## config.mk

```make
export PLATFORM = sky130hd
export DESIGN_NAME = microwave_ctrl
export DESIGN_NICKNAME = d
export VERILOG_FILES = /design/src/rtl/microwave_pkg.sv /design/src/rtl/mw_tick_gen.sv /design/src/rtl/microwave_ctrl.sv
export SDC_FILE = /design/constraint.sdc
export NUM_CORES = 1
export LEC_CHECK = 0
export BUFFER_PORTS_ARGS = -buffer_cell sky130_fd_sc_hd__buf_4
export CORE_UTILIZATION = 50
export CTS_CLUSTER_DIAMETER = 40
export DETAILED_ROUTE_END_ITERATION = 16
export GPL_TIMING_DRIVEN = 0
export PLACE_DENSITY = 0.79
export SLEW_MARGIN = 20
export SYNTH_ARGS = -nofsm -noshare
export SYNTH_HDL_FRONTEND = slang
export SYNTH_SLANG_ARGS = --single-unit
```

## constraint.sdc

```tcl
create_clock -name clock -period 9.8 [get_ports clock]
set_clock_uncertainty 0.2 [all_clocks]
set_input_delay 0.49 -clock clock [delete_from_list [all_inputs] [get_ports clock]]
set_output_delay 0.49 -clock clock [all_outputs]
set_load 0.01 [all_outputs]
```

## src/rtl/microwave_pkg.sv

```systemverilog
// Shared types and constants for the microwave control sequencer.
package microwave_pkg;

   typedef enum logic [1:0] {
      IDLE  = 2'd0,
      COOK  = 2'd1,
      PAUSE = 2'd2
   } state_t;

   localparam int unsigned MAX_DIGITS       = 3;
   localparam int unsigned TICK_DIV_DEFAULT = 100;

   // Returns the index of the single set bit, or 4'hF for zero/multi-hot input.
   function automatic logic [3:0] onehot_to_digit(input logic [9:0] oh);
      logic [3:0] d;
      d = 4'hF;
      if ($countones(oh) == 1) begin
         for (int k = 0; k < 10; k++) begin
            if (oh[k]) d = 4'(k);
         end
      end
      return d;
   endfunction

endpackage

```

## src/rtl/mw_tick_gen.sv

```systemverilog
// One-second prescaler: counts enabled cycles 0..TICK_DIV-1 and flags the last one.
module mw_tick_gen #(
   parameter int unsigned TICK_DIV = 100
) (
   input  logic clock,
   input  logic resetn,
   input  logic clr,
   input  logic en,
   output logic tick
);

   localparam int unsigned CW = (TICK_DIV > 1) ? $clog2(TICK_DIV) : 1;
   localparam logic [CW-1:0] LAST = CW'(TICK_DIV - 1);

   logic [CW-1:0] cnt_q;

   assign tick = en && (cnt_q == LAST);

   // With en low the count is held, which keeps a paused partial second.
   always_ff @(posedge clock) begin
      if (!resetn) begin
         cnt_q <= '0;
      end else if (clr) begin
         cnt_q <= '0;
      end else if (en) begin
         cnt_q <= (cnt_q == LAST) ? '0 : cnt_q + CW'(1);
      end
   end

endmodule

```

## src/rtl/microwave_ctrl.sv

```systemverilog
// Front-panel sequencer: key/button edge detect, IDLE/COOK/PAUSE control, 1 Hz enable.
module microwave_ctrl
   import microwave_pkg::*;
#(
   parameter int unsigned TICK_DIV = TICK_DIV_DEFAULT
) (
   input  logic       clock,
   input  logic       resetn,
   input  logic [9:0] keypad,
   input  logic       startn,
   input  logic       stopn,
   input  logic       clearn,
   input  logic       door_closed,
   input  logic       timer_zero,
   output logic       shift_en,
   output logic [3:0] shift_digit,
   output logic       count_en,
   output logic       timer_clr,
   output logic       mag_on,
   output logic       done
);

   localparam int unsigned DW = $clog2(MAX_DIGITS + 1);
   localparam logic [DW-1:0] DIGIT_MAX = DW'(MAX_DIGITS);

   state_t        state_q;
   logic [2:0]    btn_q, btn_prev_q;  // {start, stop, clear}, 1 = released
   logic [9:0]    key_q, key_prev_q;
   logic [DW-1:0] digit_cnt_q;

   logic start_evt, stop_evt, clear_evt, key_evt;
   logic start_ok;
   logic pre_clr, pre_en, tick;

   assign start_evt = btn_prev_q[2] & ~btn_q[2];
   assign stop_evt  = btn_prev_q[1] & ~btn_q[1];
   assign clear_evt = btn_prev_q[0] & ~btn_q[0];
   assign key_evt   = (key_prev_q == '0) && ($countones(key_q) == 1);

   assign start_ok = start_evt & door_closed & ~timer_zero;

   // The prescaler only advances on cycles where COOK is kept.
   assign pre_en  = (state_q == COOK) & door_closed & ~stop_evt & ~timer_zero & ~clear_evt;
   assign pre_clr = clear_evt | ((state_q == IDLE) & ~stop_evt & start_ok);

   mw_tick_gen #(
      .TICK_DIV (TICK_DIV)
   ) u_tick_gen (
      .clock  (clock),
      .resetn (resetn),
      .clr    (pre_clr),
      .en     (pre_en),
      .tick   (tick)
   );

   // Door gate is combinational so the magnetron drops the cycle the door opens.
   assign mag_on = (state_q == COOK) & door_closed;

   always_ff @(posedge clock) begin
      if (!resetn) begin
         state_q     <= IDLE;
         btn_q       <= '1;
         btn_prev_q  <= '1;
         key_q       <= '0;
         key_prev_q  <= '0;
         digit_cnt_q <= '0;
         shift_en    <= 1'b0;
         shift_digit <= '0;
         count_en    <= 1'b0;
         timer_clr   <= 1'b0;
         done        <= 1'b0;
      end else begin
         btn_q      <= {startn, stopn, clearn};
         btn_prev_q <= btn_q;
         key_q      <= keypad;
         key_prev_q <= key_q;
         shift_en   <= 1'b0;
         count_en   <= 1'b0;
         timer_clr  <= 1'b0;
         done       <= 1'b0;

         if (clear_evt) begin
            state_q     <= IDLE;
            timer_clr   <= 1'b1;
            digit_cnt_q <= '0;
         end else begin
            case (state_q)
               IDLE: begin
                  if (!stop_evt) begin
                     if (start_ok) begin
                        state_q <= COOK;
                     end else if (key_evt && (digit_cnt_q < DIGIT_MAX)) begin
                        shift_en    <= 1'b1;
                        shift_digit <= onehot_to_digit(key_q);
                        digit_cnt_q <= digit_cnt_q + DW'(1);
                     end
                  end
               end
               COOK: begin
                  if (!door_closed || stop_evt) begin
                     state_q <= PAUSE;
                  end else if (timer_zero) begin
                     state_q     <= IDLE;
                     done        <= 1'b1;
                     digit_cnt_q <= '0;
                  end else begin
                     count_en <= tick;
                  end
               end
               PAUSE: begin
                  if (stop_evt) begin
                     state_q     <= IDLE;
                     timer_clr   <= 1'b1;
                     digit_cnt_q <= '0;
                  end else if (start_ok) begin
                     state_q <= COOK;
                  end
               end
               default: state_q <= IDLE;
            endcase
         end
      end
   end

endmodule
```

======== Word-level counts from Yosys, hierarchy flattened ========
Cells that the tools add are included.
word-level totals
  flip-flop bits (word level) ............. 45
  latch bits .............................. 0
  memory bits (writable) .................. 0
  memory bits (read-only) ................. 0
  word-level logic and storage cells ...... 102
  memories kept ........................... 0
cells by class
  $add $sub $neg .......................... 11
  multiply operators ...................... 0
  divide/modulo/power cells ............... 0
  order comparisons ....................... 1
  equality and inequality tests ........... 11
  shifts and indexed selects .............. 0
  muxes and demuxes ....................... 29
  bitwise gates (word level) .............. 22
  reduce and logical (&&, ||, !) cells .... 16
operators by type and width
  operator                                                                number
  4-bit two-way mux                                                       11
  2-bit two-way mux                                                       10
  2-bit one-hot mux with 3 select lines                                   2
  1-bit AND                                                               11
  1-bit by 1-bit adder with 2-bit output                                  5
  10-bit logical NOT                                                      1
  2-bit != test (second input constant)                                   5
  1-bit NOT                                                               10
  5-bit OR reduction                                                      2
  7-bit by 1-bit adder with 7-bit output (second input constant)          1
  7-bit equality test (second input constant)                             1
  7-bit two-way mux                                                       1
  7-bit AND reduction                                                     1
  2-bit by 2-bit adder with 3-bit output                                  2
  4-bit by 2-bit adder with 5-bit output                                  1
  5-bit by 1-bit equality test with 1-bit output (second input constant)  1
  1-bit two-way mux                                                       5
  5-bit AND reduction                                                     1
  3-bit by 3-bit adder with 4-bit output                                  1
  2-bit OR reduction                                                      2
  4-bit OR reduction                                                      1
  1-bit logical AND                                                       3
  3-bit by 2-bit != test with 1-bit output (second input constant)        1
  3-bit nonzero test                                                      1
  10 further kinds                                                        10

======== Logic depth before layout (Yosys ltp) ========
Gate-level depths: netlist of the first run.
  depth in word-level cells ............... 11
  mapped depth ............................ 14
  mapped depth without buffers ............ 13

======== Hierarchy ========
From an unflattened synthesis of the first run, not the netlist that was laid out.
second synthesis, totals
  cells, all modules ...................... 210
  area, all modules ....................... 2050.7 µm²
modules (own cells, without submodules)
  module          instances  cells each  area each (µm²)  sequential area each (µm²)
  microwave_ctrl  1          174         1707.9           760.7
  mw_tick_gen     1          36          342.8            140.1

======== Least setup slack after synthesis of the first run ========
OpenSTA, ideal clock, no wires.
  kind .................................... reg-to-reg
  start point ............................. register key_q[0]
  end point ............................... register shift_digit[1]
  library setup time ...................... 0.132 ns
  data arrival time ....................... 3.449 ns
  required time ........................... 9.468 ns
  setup slack ............................. 6.019 ns
  stages on the path, launching flop included .. 15
  path buffers ............................ 1
  clock period less this slack ............ 3.781 ns
  path through ............................ dfxtp_1 -> fa_1 -> fa_1 -> inv_1 -> fa_1 -> inv_1 -> ha_1 -> inv_1 -> fa_1 -> nand2b_1 -> o2111ai_1 -> or4_1 -> nand2b_4 -> buf_6 -> mux2i_1
on the way
  cells in the longest elaborated chain, start to end .. 11
  elaborated cells on any way between the ends .. 19
RTL lines
  element                                                                          RTL line              text
  start, declared                                                                  microwave_ctrl.sv:28  logic [9:0] key_q, key_prev_q;
  start signal, assigned                                                           microwave_ctrl.sv:75  key_q <= keypad;
  branches (longest 11 deep; another with 4-bit by 2-bit adder with 5-bit output)  -
  end signal, assigned                                                             microwave_ctrl.sv:94  shift_digit <= onehot_to_digit(key_q);
  end, declared                                                                    microwave_ctrl.sv:16  output logic [3:0] shift_digit,
Parallel ways; which one is timed is not known.
A chain may end at the register's enable or synchronous reset.

======== Final worst setup path of the first run ========
Ends and elaborated chain as after synthesis.

==> results of run 1 <==
-- placed cells by master, fill, tap and decap left out, drive strengths merged, types with 3 or more instances in the layout --
| master | synthesis | layout |
|---|---|---|
| dfxtp | 45 | 45 |
| nor4 | 3 | 3 |
| nand3 | 4 | 4 |
| nand2 | 18 | 18 |
| mux2i | 7 | 7 |
| xor2 | 5 | 5 |
| ha | 10 | 10 |
| buf | 2 | 27 |
| nor2 | 13 | 13 |
| clkbuf | 3 | 8 |
| fa | 6 | 6 |
| nor2b | 4 | 4 |
| a21oi | 4 | 4 |
| nand2b | 11 | 11 |
| nor3 | 4 | 4 |
| and2 | 22 | 22 |
| inv | 14 | 14 |
| o21ai | 4 | 4 |
-- how the worst max path moves through the flow --
stage	to	slack [ns]	cells after the start
after global placement	shift_digit[1]$_SDFFE_PN0P_	5.81	14
after floorplan	shift_digit[1]$_SDFFE_PN0P_	6.02	14
final	shift_digit[1]$_SDFFE_PN0P_	5.79	14
after global routing	shift_digit[1]$_SDFFE_PN0P_	5.58	14
after CTS	shift_digit[1]$_SDFFE_PN0P_	5.78	14
after detailed placement	shift_digit[1]$_SDFFE_PN0P_	5.82	14
-- cells by family (layout without fill, tap and decap cells) --
kind of cell             Yosys count  count (layout)  share of synthesized area, %
AND/OR/NAND/NOR                   92              92                          26.8
flip-flops                        45              45                          44.4
AO/OA/AOI/OAI                     20              20                          6.67
buffers and inverters             19              51                          3.95
adder cells (fa/ha/maj)           16              16                          12.1
multiplexers                       7               7                          3.46
XOR/XNOR                           6               6                          2.59
-- stage by stage --
step                setup WS (ns)  total power [µW]
floorplan                    6.02               235
global placement             5.81               251
detailed placement           5.82               252
CTS                          5.78               361
global route                 5.58               378
finish                       5.79               358
-- cell type report --
cell class | instances | area [µm²] | share of cell area, %
clock inverters | 2 | 16.3 | 0.689
inverters | 14 | 52.6 | 2.23
well taps | 48 | 60.1 | 2.55
multi-input cells | 141 | 1050 | 44.3
plain buffers | 5 | 27.5 | 1.17
repair buffers | 25 | 188 | 7.95
flip-flops and latches | 45 | 901 | 38.2
clock buffers | 5 | 68.8 | 2.92
-- worst register-to-register path, stage by stage (launching register included) --
cell	delay (ns)
dfxtp_1	0.36
fa_1	0.51
fa_1	0.51
inv_1	0.05
fa_1	0.42
inv_1	0.07
ha_1	0.16
inv_1	0.05
fa_1	0.39
nand2b_1	0.09
o2111ai_1	0.13
or4_1	0.55
nand2b_4	0.17
buf_6	0.12
mux2i_1	0.11
-- metal layers --
metal  vias to the layer above  track usage, %  routed length [µm]
li1                        743               -                   -
met1                       656            22.5                1620
met2                        28            27.9                1450
met3                         7            4.69                 124
met4                         0            8.97                  70
met5                         -               0                   0
-- power groups by stage --
stage          Clock, µW  Combinational, µW  Sequential, µW
3_3_place_gp           0               52.0             199
6_report             111               52.4             195
3_5_place_dp           0               53.2             199
5_1_grt              122               60.0             196
2_1_floorplan          0               36.5             198
4_1_cts              113               53.2             195
-- state kept, by name, summed over array words and instances (netlist names) --
name	cells
btn_prev_q	3
btn_q	3
count_en	1
digit_cnt_q	2
done	1
key_prev_q	10
key_q	10
shift_digit	4
shift_en	1
state_q	2
timer_clr	1
u_tick_gen.cnt_q	7
==> qor.csv, run 1 <==
stage,metric,value,unit
status,status,"finished, final reports clean",
clock_network,Resized Gates After CTS,0,
detailed_routing,ANT nets after route,0,
clock_network,insertion delay to the later sink of the worst-skew pair,0.30,ns
pwr,internal cell power,265,µW
setup_path,Critical Path Start,key_q[0]$_SDFF_PN0_,
sta,"Setup violations, final",0,
setup_path,R2R Path End,shift_digit[1]$_SDFFE_PN0P_,
floorplan,Die Span Y,65.7,µm
finish,Area growth syn-to-layout,16.4,%
sta,part of the cycle the worst path needs,40.9,%
detailed_routing,DRC violations left,0,
synthesis,"count leader, synth",dfxtp_1,
sta,unrepaired setup endpoints after global routing,no,
synthesis,Synth Register Bits,45,
worst_hold_path,Hold Path Origin,stopn,
sta,final setup TNS,0,ns
setup_path,Crit path top cell by count,fa_1,
setup_path,Required @ worst endpoint,9.77,ns
detailed_routing,via count,1434,
pwr,sequential share of power,54.4,%
sta,Slew Limit Fails,0,
sta,min cycle time layout,4.01,ns
placement,final RePlAce weighted congestion,0.822,
synthesis,Async SR Flop Fraction,0,%
finish,Finished Core Util,62.6,%
synthesis,Yosys Warn Count,0,
clock_network,CTS sink cnt,45,
clock_network,"CTS clk-pin slew, worst paths",0.08,ns
clock_network,TritonCTS clock tree,built,
detailed_routing,final WL,3260,µm
global_route,largest net degree at the start of global routing,15,
setup_path,Setup CP Type,reg2reg,
clock_network,clk root buf,clkbuf_8,
clock_network,TritonCTS Buffers,5,
setup_path,crit path launch type,register,
detailed_routing,number of iterations in the first detailed-routing pass,4,
synthesis,"Seq/Total Area, Yosys",44.4,%
sta,Fin Hold WS,0.171,ns
detailed_routing,Vias per Instance,5.03,
synthesis,post-synthesis cell area,2030,µm²
pwr,Sw Ratio,25.9,%
finish,# diodes,0,
placement,# port buffers,25,
finish,post-route cell area,2360,µm²
pwr,P_sw,92.7,µW
global_route,number of global-route vias before repair,1350,
global_route,Total GRT Usage,17.8,%
synthesis,post-synthesis cell type count,47,
clock_network,Max clock buf depth,2,
setup_path,CP Max Fanout,4,
worst_hold_path,worst hold path class,in2reg,
setup_path,delay of the slowest critical-path stage,0.55,ns
floorplan,FP Rows,22,
detailed_routing,wire per inst,11.4,µm
setup_path,reg2reg setup slack,5.79,ns
pwr,Leak,0.00102,µW
setup_path,CP top delay family,adder cells,
pwr,Clock power frac,31.0,%
placement,DP Area,2270,µm²
global_route,gr ovfl total,0,
synthesis,Syn Inst Count,205,
sta,Slew HR,64.7,%
floorplan,die area,4310,µm²
floorplan,Die X,65.7,µm
worst_hold_path,worst hold endpoint,btn_q[1]$_SDFF_PN1_,
synthesis,main flop type after synthesis,dfxtp_1,
synthesis,largest cells by area after synthesis,"dfxtp_1, and2_1, ha_1, fa_1, mux2i_1",
global_route,global-route wire length before repair,5740,µm
synthesis,Synth top cells by count,"dfxtp_1, and2_1, nand2_1, inv_1, nor2_1",
synthesis,Avg Synthesized Cell Area,9.89,µm²
flow_run,MaxCap Viol Count,0,
setup_path,"Cell Chain, Critical Path","fa_1, fa_1, inv_1, fa_1, inv_1, ha_1, inv_1, fa_1, nand2b_1, o2111ai_1, or4_1, nand2b_4, buf_6, mux2i_1",
finish,Final Non-Filler Cells,285,
placement,DP HPWL,2460,µm
synthesis,number of synthesized flops with an enable pin,0,
pwr,Combinational Power Share,14.6,%
setup_path,Crit Reg-Reg Startpoint,key_q[0]$_SDFF_PN0_,
placement,Cell Count Post-Placement,278,
floorplan,core box area,3770,µm²
synthesis,Synth area leader,dfxtp_1,
worst_hold_path,hold path depth,2,
finish,Layout Nets,270,
synthesis,Post-Syn Nets,238,
pwr,peak supply drop,107,µV
setup_path,critical path arrival,3.98,ns
global_route,initial antenna violation count,0,
detailed_routing,drt initial violations,99,
floorplan,# IOs,26,
clock_network,Post CTS Setup Buffer Count,0,
setup_path,Reg2Reg Depth,14,
pwr,PD cells,152,nW/µm²
finish,Filler cells,303,
setup_path,CP Buf/Inv Count,4,
clock_network,H-tree depth,2,
setup_path,CP endpoint kind,register,
finish,layout cells sized above 1,16.5,%
clock_network,post-cts hold buffer count,0,
sta,Final Hold Vio Count,0,
synthesis,Yosys top cell area share,44.4,%
sta,fmax,249,MHz
floorplan,Initial Utilization,53.7,%
setup_path,"Slowest-stage cell, CP",or4_1,
sta,worst slew pin tran,0.527,ns
Power figures use the tool's default switching activity.
==> inputs of run 2 (changes only) <==
--- a/config.mk
+++ b/config.mk
@@ -5,6 +5,7 @@
 export SDC_FILE = /design/constraint.sdc
 export NUM_CORES = 1
 export LEC_CHECK = 0
+export ABC_AREA = 1
 export BUFFER_PORTS_ARGS = -buffer_cell sky130_fd_sc_hd__buf_4
 export CORE_UTILIZATION = 50
 export CTS_CLUSTER_DIAMETER = 40
==> constraint.sdc (replaced) <==
create_clock -name clock -period 4.1 [get_ports clock]
set_clock_uncertainty 0.2 [all_clocks]
set_input_delay 0.205 -clock clock [delete_from_list [all_inputs] [get_ports clock]]
set_output_delay 0.205 -clock clock [all_outputs]
set_load 0.01 [all_outputs]
==> qor.csv, run 2 <==
stage,metric,value,unit,change
status,status,"finished, final reports clean",,unchanged
finish,top flop regs,"key_prev_q x10, key_q x10, u_tick_gen.cnt_q x7",,unchanged
clock_network,H-tree depth,2,,unchanged
setup_path,critical path arrival,3.67,ns,was 3.98 ns
clock_network,"CTS clk-pin slew, worst paths",0.08,ns,about the same
placement,# port buffers,24,,was 25
detailed_routing,wire per inst,10.2,µm,was 11.4 µm
sta,worst slew pin tran,0.404,ns,was 0.527 ns
placement,final RePlAce weighted congestion,0.914,,was 0.822
detailed_routing,ANT nets after route,0,,unchanged
global_route,largest net degree at the start of global routing,14,,was 15
setup_path,Setup CP Type,reg2reg,,unchanged
floorplan,Die Span Y,69.0,µm,was 65.7 µm
synthesis,Yosys top cell area share,40.1,%,was 44.4%
finish,Filler cells,382,,was 303
detailed_routing,number of iterations in the first detailed-routing pass,4,,unchanged
synthesis,Avg Synthesized Cell Area,7.30,µm²,was 9.89 µm²
sta,unrepaired setup endpoints after global routing,no,,unchanged
sta,fmax,272,MHz,was 249 MHz
finish,Area growth syn-to-layout,22.3,%,was 16.4%
clock_network,CTS sink cnt,45,,unchanged
detailed_routing,final WL,4140,µm,was 3260 µm
synthesis,post-synthesis cell area,2250,µm²,was 2030 µm²
detailed_routing,drt initial violations,48,,was 99
detailed_routing,DRC violations left,0,,unchanged
sta,Slew Limit Fails,0,,unchanged
worst_hold_path,worst hold path class,in2reg,,unchanged
floorplan,core box area,4320,µm²,was 3770 µm²
pwr,peak supply drop,231,µV,was 107 µV
setup_path,R2R Path End,digit_cnt_q[0]$_SDFFE_PP0P_,,was shift_digit[1]$_SDFFE_PN0P_
clock_network,clk root buf,clkbuf_8,,unchanged
sta,min cycle time layout,3.67,ns,was 4.01 ns
finish,"most common cell after layout, fill and taps aside",nand2_1,,was dfxtp_1
synthesis,post-synthesis cell type count,32,,was 47
setup_path,CP endpoint kind,register,,unchanged
sta,"Setup violations, final",0,,unchanged
pwr,PD cells,359,nW/µm²,was 152 nW/µm²
floorplan,die area,4770,µm²,was 4310 µm²
floorplan,Initial Utilization,52.0,%,was 53.7%
floorplan,Die X,69.0,µm,was 65.7 µm
synthesis,Yosys Warn Count,0,,unchanged
synthesis,Synth area leader,dfxtp_1,,unchanged
finish,layout cells sized above 1,14.7,%,was 16.5%
global_route,global-route wire length before repair,7250,µm,was 5740 µm
synthesis,Async SR Flop Fraction,0,%,unchanged
synthesis,Post-Syn Nets,341,,was 238
synthesis,"Seq/Total Area, Yosys",40.1,%,was 44.4%
worst_hold_path,hold path depth,3,,was 2
setup_path,Reg2Reg Depth,17,,was 14
sta,Fin Hold WS,0.0223,ns,was 0.171 ns
clock_network,TritonCTS clock tree,built,,unchanged
setup_path,CP Max Fanout,4,,unchanged
worst_hold_path,Hold Path Origin,resetn,,was stopn
sta,Final Hold Vio Count,0,,unchanged
synthesis,"count leader, synth",nand2_1,,was dfxtp_1
global_route,gr ovfl total,0,,unchanged
detailed_routing,via count,1907,,was 1434
finish,# diodes,0,,unchanged
sta,final setup TNS,0,ns,unchanged
setup_path,crit path launch type,register,,unchanged
sta,setup ws final,0.426,ns,was 5.79 ns
setup_path,reg2reg setup slack,0.43,ns,was 5.79 ns
pwr,Leak,0.00147,µW,was 0.00102 µW
synthesis,Synth top cells by count,"nand2_1, inv_1, dfxtp_1, nor2_1, a21oi_1",,"was dfxtp_1, and2_1, nand2_1, inv_1, nor2_1"
setup_path,Crit Reg-Reg Startpoint,key_q[0]$_SDFF_PN0_,,unchanged
floorplan,FP Rows,24,,was 22
clock_network,TritonCTS Buffers,5,,unchanged
finish,most frequent cells in the layout,"nand2_1, inv_1, dfxtp_1",,"was dfxtp_1, buf_4, and2_1"
worst_hold_path,worst hold endpoint,shift_en$_SDFF_PP0_,,was btn_q[1]$_SDFF_PN1_
clock_network,Max clock buf depth,2,,unchanged
synthesis,main flop type after synthesis,dfxtp_1,,unchanged
synthesis,Synth Register Bits,45,,unchanged
global_route,Total GRT Usage,18.9,%,was 17.8%
setup_path,Required @ worst endpoint,4.10,ns,was 9.77 ns
flow_run,MaxCap Viol Count,0,,unchanged
synthesis,Syn Inst Count,308,,was 205
placement,DP HPWL,3070,µm,was 2460 µm
sta,Slew HR,73.0,%,was 64.7%
synthesis,number of synthesized flops with an enable pin,0,,unchanged
clock_network,insertion delay to the later sink of the worst-skew pair,0.30,ns,about the same
global_route,initial antenna violation count,0,,unchanged
detailed_routing,Vias per Instance,4.70,,was 5.03
global_route,number of global-route vias before repair,1798,,was 1350
synthesis,largest cells by area after synthesis,"dfxtp_1, nand2_1, inv_1, ha_1, fa_1",,"was dfxtp_1, and2_1, ha_1, fa_1, mux2i_1"
sta,part of the cycle the worst path needs,89.6,%,was 40.9%
placement,DP Worst Slack,0.433,ns,was 5.82 ns
finish,Layout Nets,386,,was 270
floorplan,# IOs,26,,unchanged
-- run 2: cell count changes in the layout (fill, tap and decap cells not counted), moves of 4 or more --
cell / delta
nor2b_1: -4
nand2_1: +64
a21oi_1: +7
mux2i_1: -7
nand2b_1: -10
inv_1: +51
nor3_1: +4
nor2_1: +18
nand3_1: +6
and2_1: -22
dlygate4sd3_1: +14
-- run 2: worst max path at each step --
| stage | from | end | slack (ns) | depth (start not counted) |
|---|---|---|---|---|
| 3_5_place_dp | key_q[0]$_SDFF_PN0_ | digit_cnt_q[0]$_SDFFE_PP0P_ | 0.43 | 17 |
| 6_report | key_q[0]$_SDFF_PN0_ | digit_cnt_q[0]$_SDFFE_PP0P_ | 0.43 | 17 |
| 4_1_cts | key_q[0]$_SDFF_PN0_ | shift_digit[1]$_SDFFE_PN0P_ | 0.40 | 16 |
| 5_1_grt | key_q[3]$_SDFF_PN0_ | digit_cnt_q[1]$_SDFFE_PP0P_ | 0.16 | 17 |
| 3_3_place_gp | key_q[3]$_SDFF_PN0_ | digit_cnt_q[1]$_SDFFE_PP0P_ | 0.53 | 17 |
| 2_1_floorplan | key_q[0]$_SDFF_PN0_ | digit_cnt_q[0]$_SDFFE_PP0P_ | 0.67 | 17 |
-- run 2: kinds of logic after synthesis --
group | synth area share (%)
xor gates and xnor gates | 1.17
buffers and inverters | 12.9
adders and majority gates | 10.9
DFF | 40.1
and+or+nand+nor | 29.3
AOI/OAI and AO/OA | 5.62
-- run 2: per-stage QoR --
step	instances	util (%)	total power [µW]	instance area, µm²
floorplan	308	-	596	2250
global placement	384	57.6	635	2490
detailed placement	384	57.6	643	2490
CTS	406	63.6	995	2750
global route	406	63.6	1040	2750
finish	406	63.6	988	2750
-- run 2: power breakdown --
| part | switching, µW | leakage, µW | internal, µW |
|---|---|---|---|
| Clock | 146 | 0.0000585 | 199 |
| Sequential | 12.3 | 0.000369 | 455 |
| Combinational | 101 | 0.00104 | 75.6 |
| Total | 259 | 0.00147 | 729 |
-- run 2: repair_timing --
item                                   in CTS  in global routing
endpoints found under the hold margin      14                  0
setup buffers                               0                  0
gates resized for setup                     0                  0
hold buffers                               14                  0
-- run 2: final cells by class --
cell class                      count  area (µm²)  area share (%)
Multi-Input combinational cell    189        1060            38.4
Sequential cell                    45         901            32.8
Timing Repair Buffer               38         320            11.7
Inverter                           69         262            9.51
Clock buffer                        7        86.3            3.14
Tap cell                           52        65.1            2.37
Clock inverter                      1        30.0            1.09
Buffer                              5        28.8            1.05
-- run 2: layer usage --
layer	part of all wire [%]	vias to the layer above	track usage [%]
met3	3.1	6	4.97
li1	-	1008	-
met4	1.5	0	7.94
met5	0	-	0
met2	50	27	33.5
met1	45	866	21.3
-- run 2: worst max-delay path: stages, from the launching register on --
cell,delay (ns)
dfxtp_1,0.36
fa_1,0.52
fa_1,0.52
inv_1,0.05
fa_1,0.42
inv_1,0.06
ha_1,0.15
inv_1,0.06
fa_1,0.47
nand2_1,0.05
inv_1,0.04
nand2_1,0.05
nor2_1,0.13
nand3_2,0.13
nand2_1,0.15
nand3_1,0.09
nand2_1,0.07
nor2_1,0.04
==> inputs of run 3 (changes only) <==
--- a/config.mk
+++ b/config.mk
@@ -11,6 +11,7 @@
 export CTS_CLUSTER_DIAMETER = 40
 export DETAILED_ROUTE_END_ITERATION = 16
 export GPL_TIMING_DRIVEN = 0
+export MAX_ROUTING_LAYER = met4
 export PLACE_DENSITY = 0.79
 export SLEW_MARGIN = 20
 export SYNTH_ARGS = -nofsm -noshare
==> qor.csv, run 3 (synthesis results as in run 2) <==
stage,metric,value,unit,change
sta,Slew Limit Fails,0,,unchanged
finish,layout cells sized above 1,14.7,%,unchanged
finish,# diodes,0,,unchanged
sta,min cycle time layout,3.67,ns,about the same
placement,DP Area,2490,µm²,unchanged
setup_path,delay of the slowest critical-path stage,0.52,ns,about the same
finish,post-route cell area,2750,µm²,unchanged
finish,area of the multi-input gates,1060,µm²,unchanged
sta,Final Hold Vio Count,0,,unchanged
global_route,global-route wire length before repair,7250,µm,unchanged
setup_path,CP endpoint kind,register,,unchanged
global_route,Total GRT Usage,19.5,%,was 18.9%
detailed_routing,met3 WL,126,µm,was 128 µm
clock_network,insertion delay to the later sink of the worst-skew pair,0.30,ns,about the same
global_route,initial antenna violation count,0,,unchanged
detailed_routing,drt initial violations,47,,was 48
flow_run,MaxCap Viol Count,0,,unchanged
setup_path,CP Max Fanout,4,,unchanged
pwr,Leak,0.00147,µW,unchanged
placement,final RePlAce weighted congestion,0.930,,was 0.914
floorplan,Initial Utilization,52.0,%,unchanged
setup_path,critical path arrival,3.67,ns,about the same
clock_network,H-tree depth,2,,unchanged
clock_network,clk root buf,clkbuf_8,,unchanged
finish,Area growth syn-to-layout,22.3,%,unchanged
pwr,PD cells,359,nW/µm²,about the same
detailed_routing,via count,1907,,unchanged
floorplan,Die X,69.0,µm,unchanged
finish,Layout Nets,386,,unchanged
floorplan,die area,4770,µm²,unchanged
detailed_routing,DR top layer,met4,,unchanged
floorplan,core box area,4320,µm²,unchanged
sta,Slew HR,73.0,%,unchanged
sta,Fin Hold WS,0.0218,ns,was 0.0223 ns
finish,top flop regs,"key_prev_q x10, key_q x10, u_tick_gen.cnt_q x7",,unchanged
finish,most frequent cells in the layout,"nand2_1, inv_1, dfxtp_1",,unchanged
finish,"most common cell after layout, fill and taps aside",nand2_1,,unchanged
setup_path,Setup CP Type,reg2reg,,unchanged
detailed_routing,M1 WL,1880,µm,unchanged
clock_network,Resized Gates After CTS,0,,unchanged
setup_path,Required @ worst endpoint,4.10,ns,about the same
clock_network,"CTS clk-pin slew, worst paths",0.08,ns,about the same
finish,register area,901,µm²,unchanged
sta,part of the cycle the worst path needs,89.6,%,about the same
global_route,gr ovfl total,0,,unchanged
finish,Filler cells,382,,unchanged
sta,fmax,272,MHz,about the same
floorplan,Die Span Y,69.0,µm,unchanged
clock_network,Post CTS Setup Buffer Count,0,,unchanged
placement,DP HPWL,3070,µm,unchanged
sta,unrepaired setup endpoints after global routing,no,,unchanged
clock_network,TritonCTS Buffers,5,,unchanged
setup_path,"Slowest-stage cell, CP",fa_1,,unchanged
global_route,largest net degree at the start of global routing,14,,unchanged
global_route,number of global-route vias before repair,1797,,was 1798
placement,Cell Count Post-Placement,384,,unchanged
detailed_routing,wire per inst,10.2,µm,about the same
clock_network,post-cts hold buffer count,14,,unchanged
setup_path,crit path launch type,register,,unchanged
status,status,"finished, final reports clean",,unchanged
setup_path,CP Buf/Inv Count,4,,unchanged
pwr,peak supply drop,231,µV,unchanged
worst_hold_path,worst hold path class,in2reg,,unchanged
setup_path,"Cell Chain, Critical Path","fa_1, fa_1, inv_1, fa_1, inv_1, ha_1, inv_1, fa_1, nand2_1, inv_1, nand2_1, nor2_1, nand3_2, nand2_1, nand3_1, nand2_1, nor2_1",,unchanged
placement,# port buffers,24,,unchanged
detailed_routing,final WL,4140,µm,about the same
floorplan,# IOs,26,,unchanged
clock_network,TritonCTS clock tree,built,,unchanged
setup_path,CP top delay family,adder cells,,unchanged
sta,worst slew pin tran,0.404,ns,unchanged
finish,Final Non-Filler Cells,406,,unchanged
sta,final setup TNS,0,ns,unchanged
detailed_routing,DRC violations left,0,,unchanged
clock_network,Max clock buf depth,2,,unchanged
detailed_routing,DR WL met2,2060,µm,was 2070 µm
detailed_routing,number of iterations in the first detailed-routing pass,4,,unchanged
floorplan,FP Rows,24,,unchanged
clock_network,CTS sink cnt,45,,unchanged
finish,Finished Core Util,63.6,%,unchanged
detailed_routing,ANT nets after route,0,,unchanged
sta,"Setup violations, final",0,,unchanged
detailed_routing,Vias per Instance,4.70,,unchanged
## run 3: cell counts in the layout (fill, tap and decap cells not counted)
Identical to the previous run, type by type.
## run 3: worst min-delay path: stages
cell and delay (ns):
buf_2 0.14, nand2_2 0.09, inv_1 0.04
## run 3: routing by layer
| metal | track usage (%) | vias to the layer above |
|---|---|---|
| met1 | 21.3 | 866 |
| met4 | 7.94 | 0 |
| li1 | - | 1008 |
| met5 | - | - |
| met2 | 33.5 | 27 |
| met3 | 4.97 | 6 |
## run 3: area by class of cell
class,instances,area share [%]
Buffer,5,1.05
Clock inverter,1,1.09
Sequential cell,45,32.8
Multi-Input combinational cell,189,38.4
Tap cell,52,2.37
Clock buffer,7,3.14
Timing Repair Buffer,38,11.7
Inverter,69,9.51
## run 3: path summary, 6_finish.rpt
path	from	endpoint	slack, ns	cells after the start
max	key_q[0]$_SDFF_PN0_	digit_cnt_q[0]$_SDFFE_PP0P_	0.43	17
min	resetn	shift_en$_SDFF_PP0_	0.02	3
min reg2reg	key_q[6]$_SDFF_PN0_	key_prev_q[6]$_SDFF_PN0_	0.23	2
max reg2reg	key_q[0]$_SDFF_PN0_	digit_cnt_q[0]$_SDFFE_PP0P_	0.43	17
## run 3: power by group
part           internal (µW)  total (µW)  switching, µW
Combinational           75.6         176            101
Sequential               455         467           12.3
Clock                    199         345            146
Total                    729         988            259
## run 3: metrics by stage
step	power, µW	setup WS [ns]
6_report	988	0.426
5_1_grt	1040	0.160
4_1_cts	995	0.398
3_5_place_dp	643	0.433
3_3_place_gp	635	0.535
2_1_floorplan	596	0.666
